===== src/rtl/fifo_pkg.sv =====
// Shared async-FIFO constants and Gray helpers used by both pointer domains.
// Depth defaults here; pointer logic carries one extra wrap bit beyond the RAM address.
package fifo_pkg;

    localparam int ADDRSIZE = 4;
    localparam int PTRW     = ADDRSIZE + 1;

    // Wide enough for any practical pointer; callers cast to their own width.
    function automatic logic [31:0] bin2gray(input logic [31:0] bin);
        return (bin >> 1) ^ bin;
    endfunction

endpackage


===== src/rtl/gray2bin.sv =====
// Combinational Gray-to-binary converter; each binary bit is the XOR of all Gray bits at or above it.
// Zero latency, no flow control.
module gray2bin #(
    parameter int WIDTH = 5
) (
    input  logic [WIDTH-1:0] gray,
    output logic [WIDTH-1:0] bin
);

    for (genvar i = 0; i < WIDTH; i++) begin : g_bit
        assign bin[i] = ^gray[WIDTH-1:i];
    end

endmodule


===== src/rtl/wptr_full.sv =====
// Write-domain pointer, full/almost-full/level/overflow flags for the async FIFO; flags registered, one wclk of latency.
// Writes while full are refused (wen low, pointer held) and latch the sticky overflow flag.
module wptr_full #(
    parameter int ADDRSIZE     = fifo_pkg::ADDRSIZE,
    parameter int AFULL_THRESH = 12
) (
    input  logic                wclk,
    input  logic                rst_n,
    input  logic                winc,
    input  logic [ADDRSIZE:0]   sync_rptr,
    output logic [ADDRSIZE-1:0] waddr,
    output logic                wen,
    output logic [ADDRSIZE:0]   graycode_wptr,
    output logic                wfull,
    output logic                walmost_full,
    output logic [ADDRSIZE:0]   wlevel,
    output logic                wovf
);
    import fifo_pkg::*;

    localparam int PW = ADDRSIZE + 1;

    logic [PW-1:0] wbin;
    logic [PW-1:0] wbin_next;
    logic [PW-1:0] wgray_next;
    logic [PW-1:0] rbin_s;
    logic [PW-1:0] level_next;
    logic          full_next;
    logic          afull_next;

    gray2bin #(.WIDTH(PW)) u_rptr_g2b (
        .gray (sync_rptr),
        .bin  (rbin_s)
    );

    assign wen        = winc & ~wfull;
    assign waddr      = wbin[ADDRSIZE-1:0];
    assign wbin_next  = wbin + PW'(wen);
    assign wgray_next = PW'(bin2gray(32'(wbin_next)));

    // Full when the write pointer has lapped the read pointer: top two Gray bits inverted, rest equal.
    assign full_next  = (wgray_next == {~sync_rptr[ADDRSIZE:ADDRSIZE-1], sync_rptr[ADDRSIZE-2:0]});
    assign level_next = wbin_next - rbin_s;
    assign afull_next = (level_next >= PW'(AFULL_THRESH));

    always_ff @(posedge wclk or negedge rst_n) begin
        if (!rst_n) begin
            wbin          <= '0;
            graycode_wptr <= '0;
            wfull         <= 1'b0;
            walmost_full  <= 1'b0;
            wlevel        <= '0;
            wovf          <= 1'b0;
        end else begin
            wbin          <= wbin_next;
            graycode_wptr <= wgray_next;
            wfull         <= full_next;
            walmost_full  <= afull_next;
            wlevel        <= level_next;
            wovf          <= wovf | (winc & wfull);
        end
    end

endmodule


===== config.mk =====
export PLATFORM = sky130hd
export DESIGN_NAME = wptr_full
export DESIGN_NICKNAME = d
export VERILOG_FILES = /design/src/rtl/fifo_pkg.sv /design/src/rtl/gray2bin.sv /design/src/rtl/wptr_full.sv
export SDC_FILE = /design/constraint.sdc
export NUM_CORES = 1
export LEC_CHECK = 0
export ABC_AREA = 1
export CORE_UTILIZATION = 47
export CTS_CLUSTER_DIAMETER = 100
export DETAILED_ROUTE_END_ITERATION = 10
export GPL_TIMING_DRIVEN = 0
export PLACE_DENSITY = 0.79
export SYNTH_ARGS = -nofsm -noshare
export SYNTH_HDL_FRONTEND = slang
export SYNTH_SLANG_ARGS = --single-unit

===== constraint.sdc =====
create_clock -name wclk -period 2.4 [get_ports wclk]
set_input_delay 0.24 -clock wclk [delete_from_list [all_inputs] [get_ports wclk]]
set_output_delay 0.24 -clock wclk [all_outputs]
set_load 0.01 [all_outputs]

; Word level (Yosys, flattened, before mapping)
; Cells that the tools add are included.
[op_classes]
order_cmp = 1
bitwise = 6
add_sub_neg = 2
reduce_logical = 4
n_eq_ne = 1
[op_table]
columns = cell, n
row1 = adder 5 x 1 -> 5 bit, 1
row2 = equality test 5 bit, 1
row3 = "greater-or-equal comparator 5 x 4 -> 1 bit, second input constant", 1
row4 = XOR reduction 5 bit, 1
row5 = subtractor 5 bit, 1
row6 = bitwise XOR 4 x 5 -> 5 bit, 1
row7 = XOR reduction 4 bit, 1
row8 = XOR reduction 3 bit, 1
row9 = bitwise AND 1 bit, 2
row10 = inverter 2 bit, 1
row11 = XOR reduction 2 bit, 1
row12 = inverter 1 bit, 1
row13 = OR 1 bit, 1
[word_totals]
regBits = 18
output_inout_bits = 18
in_bits = 8
elab_cells = 20

; Longest topological paths before layout
[depth]
ltp_word = 5
ltp_mapped = 16
mapped_depth_nobuf = 16

; Hierarchy
; From an unflattened synthesis, not the netlist that was laid out.
[hier_totals]
cells_unflattened = 146
hier_area_um2 = 1109.8
[modules_own_cells]
columns = mod, area_each_um2, seq_area_each_um2, n_inst, cells_each
row1 = wptr_full, 975.9, 425.4, 1, 119
row2 = gray2bin, 133.9, 0.0, 1, 27

; Worst setup path before layout
; No wires, ideal clock.
[synth_timing]
kind = input -> register
from = in sync_rptr[2]
to = reg walmost_full
t_required_ps = 2275
arrival_time_ps = 1878
path_buffers = 0
path_slack_ps = 397
setup_time_ps = 125
cell_stages = 16
path_cell_list = inv_1 -> nand2_2 -> nand2_1 -> nand2_1 -> nand2_1 -> xor2_2 -> xor2_1 -> ha_1 -> inv_1 -> fa_1 -> inv_1 -> nand2_1 -> nand3_1 -> nand2_1 -> nand2_1 -> nand3_1
[synth_between]
elab_chain_len = 3
elab_cells_between_ends = 5
cone_classes = add/sub (1) / order compare (1) / reduce/logical (3)
[synth_rtl]
columns = element, line_no
row1 = from (decl), wptr_full.sv:10  ; input logic [ADDRSIZE:0] sync_rptr,
row2 = XOR reduction 5 bit (tied with other cells), gray2bin.sv:11  ; assign bin[i] = ^gray[WIDTH-1:i];
row3 = subtractor 5 bit (*), wptr_full.sv:43  ; assign level_next = wbin_next - rbin_s;
row4 = greater-or-equal comparator 5 x 4 -> 1 bit (*), wptr_full.sv:44  ; assign afull_next = (level_next >= PW'(AFULL_THRESH));
row5 = via afull_next, wptr_full.sv:29  ; logic afull_next;
row6 = to (signal assigned), wptr_full.sv:58  ; walmost_full <= afull_next;
row7 = to (decl), wptr_full.sv:15  ; output logic walmost_full,
; Mark *: on every way through the listed nets, which the timed path passes. The rest lies on a longest branch.

; Worst setup path after layout
[layout_timing]
from = in winc
to = reg walmost_full
[layout_between]
elab_chain_len = 4
[layout_rtl]
columns = element, line_no
row1 = from (decl), wptr_full.sv:9  ; input logic winc,
row2 = bitwise AND 1 bit, wptr_full.sv:36  ; assign wen = winc & ~wfull;
row3 = adder 5 x 1 -> 5 bit, wptr_full.sv:38  ; assign wbin_next = wbin + PW'(wen);
row4 = via wbin_next[1], wptr_full.sv:24  ; logic [PW-1:0] wbin_next;
row5 = subtractor 5 bit, wptr_full.sv:43
row6 = greater-or-equal comparator 5 x 4 -> 1 bit, wptr_full.sv:44
row7 = via afull_next, wptr_full.sv:29
; The timed path passes the listed nets, and every way through them passes these cells.

==> results_dict.tcl <==
set metrics [dict create \
    min_path_type "input pin to flip-flop" \
    vias 855 \
    cts_buffers 3 \
    drtPass1Iterations 4 \
    layout_common_cells "36 x nand2_1, 22 x clkdlybuf4s50_1, 20 x inv_1, 19 x nand3_1, 17 x dfrtp_1" \
    max_cap_viol_count 0 \
    tightest_slew_ns 0.7609 \
    fin_crit_sh_pct 85.48 \
    grt_overflow 0 \
    synth_seq_area_share_pct 42.66 \
    drt_wl_total_mm 1.832 \
    dp_hpwl_mm 1.460 \
    die_y_um 48.06 \
    hp-start "sync_rptr[3]" \
    final_common_cell "nand2_1" \
    p_per_area_mw_per_mm2 1352 \
    antenna_found_initial 0 \
    crit_chain "clkdlybuf4s50_1 -> nand3_2 -> inv_1 -> ha_1 -> fa_1 -> inv_1 -> nand2_1 -> nand3_1 -> nand2_1 -> nand2_1 -> nand3_1" \
    ant_nets 0 \
    grt_pass1_wl_mm 2.925 \
    slowest_delay_ns 0.52 \
    clkSinkCount 17 \
    clock.fmax_mhz 487.5 \
    syn_inst 123 \
    vias_per_cell 4.724 \
    synth-seq-cells 17 \
    dp_cells 175 \
    ioPinCount 26 \
    cp_data_arrival_time_ns 2.23 \
    tns_ns 0 \
    stdcell_count 181 \
    routedWlPerCell_um 10.12 \
    relSlewSlack_pct 49.12 \
    rsz0062_at_grt "false" \
    leakagePower_nw 0.7271 \
    cpMostUsedCell "nand2_1" \
    synth_cell_types 20 \
    cp.required_ns 2.58 \
    final_core_util_pct 67.23 \
    path_class "input pin to flip-flop" \
    syn_nets 136 \
    fin_crit_ns 2.051 \
    drive_above_1_share_pct 12.34 \
    setup_viol 0 \
    cts_tree "yes" \
    area_growth_pct 33.63 \
    hold_depth 4 \
    cts_hold_buffers 0 \
    track_usage_pct 18.99 \
    finalHoldViolCount 0 \
    cts_buffer_depth 2 \
    n_fill_cell 166 \
    path_max_fanout 7 \
    start_kind "input pin" \
    port_buffers 25 \
    r2r_end "walmost_full" \
    finClkSkew_ns 0.0006096 \
    syn-cell-area_um2 997.2 \
    clk_pin_slew_ns 0.09 \
    root_buffer "clkbuf_4" \
    drc 0 \
    grt_pass1_vias 692 \
    reg2reg_setup_slack_ns 0.35 \
    yosysWarnings 0 \
    r2r_cells 11 \
    dpl_worst_slack_ns -0.3517 \
    rows 16 \
    cp-end-kind "flip-flop" \
    grt_max_degree 18 \
    syn_area_per_cell_um2 8.107 \
    peakVddDrop_uv 751.4 \
    initial_core_util_pct 50.32 \
    fin_nets 168 \
    cp_slowest_cell "clkdlybuf4s50_1" \
    reg2reg_from "wfull" \
    drv_slew 0 \
    status "completed" \
    core_mm2 0.001982 \
    insertion_delay_ns 0.29 \
    fp.dieW_um 48.06 \
    htreeDepth 1 \
    layout_setup_ws_ns 0.3486 \
    dieArea_mm2 0.002310 \
    drt_iter0_markers 19 \
    holdPathEnd "wfull" \
    antenna_cells 0 \
    whs_ns 0.3488 \
    place.gp.congestion 0.8521 \
]
[Yosys cell counts]
library cell  count  share of area (%)
a21o_1            1               0.75
o21ai_2           1               0.88
inv_1            20                7.5
nand3_2           2                2.0
nor2_1            3                1.1
xor2_2            1                1.6
nand2_1          37                 14
nand4_1           2                1.3
and2_1            1               0.63
a21oi_1           1               0.50
xnor2_1           1               0.88
xnor3_1           1                2.3
ha_1              4                5.0
nand2_2           6                3.8
xor2_1            2                1.8
fa_1              1                2.0
nand3_1          19                9.5
nand2_4           1                1.1
dfrtp_1          17                 43
inv_2             2               0.75
[logic make-up after synthesis]
logic type,after synthesis,share of synthesized area [%]
AO/OA/AOI/OAI,3,2.133
XOR/XNOR,5,6.525
adder cells (fa/ha/maj),5,7.027
buffers and inverters,22,8.281
flip-flops,17,42.66
AND/OR/NAND/NOR,71,33.38
[critical path, delay by kind of cell]
family | cells | cell delay [ns]
buffers and inverters | 3 | 0.69
adder cells (fa/ha/maj) | 2 | 0.79
AND/OR/NAND/NOR | 6 | 0.50
[registers in the layout, summed over array words and instances (netlist names)]
| register | flops |
|---|---|
| wfull | 1 |
| graycode_wptr | 5 |
| wbin | 4 |
| wlevel | 5 |
| walmost_full | 1 |
| wovf | 1 |
[how the worst max path moves through the flow]
stage                     cells after the start            to         start  slack (ns)
after floorplan                              16  walmost_full  sync_rptr[2]        0.40
after global placement                       16  walmost_full  sync_rptr[3]       -0.29
after detailed placement                     16  walmost_full  sync_rptr[3]       -0.35
after CTS                                    16  walmost_full  sync_rptr[3]        0.01
after global routing                         16  walmost_full  sync_rptr[3]        0.20
final                                        11  walmost_full          winc        0.35
[metrics by stage]
step	cell area, um2	total power [mW]
3_3_place_gp	1281	1.617
2_1_floorplan	997.2	1.222
5_1_grt	1333	1.995
4_1_cts	1315	1.813
3_5_place_dp	1281	1.656
6_report	1333	1.801
[repair_timing]
item,CTS,global route
buffers inserted,1,1
setup endpoints to repair,2,2
gates cloned,0,0
resized for setup,0,4
pin swaps,0,0
[power breakdown]
| part | internal [mW] | switching [mW] |
|---|---|---|
| Clock | 0.0646 | 0.0871 |
| Combinational | 0.536 | 0.600 |
| Sequential | 0.435 | 0.0782 |
[metal layers]
metal	track usage [%]	share of wire [%]	vias up
met5	0	0	-
met4	10.00	2.5	0
li1	-	-	445
met1	24.19	47	386
met3	2.264	1.9	5
met2	31.35	49	19
[area by class of cell]
| type | instances | area [um2] | area share, % |
|---|---|---|---|
| multi-input cells | 84 | 491.7 | 36.90 |
| clock buffers | 4 | 26.28 | 1.972 |
| repair buffers | 27 | 272.8 | 20.47 |
| flip-flops and latches | 17 | 425.4 | 31.92 |
| inverters | 22 | 82.58 | 6.197 |
| well taps | 27 | 33.78 | 2.535 |
Note: power is estimated with default switching activity, not from simulation.
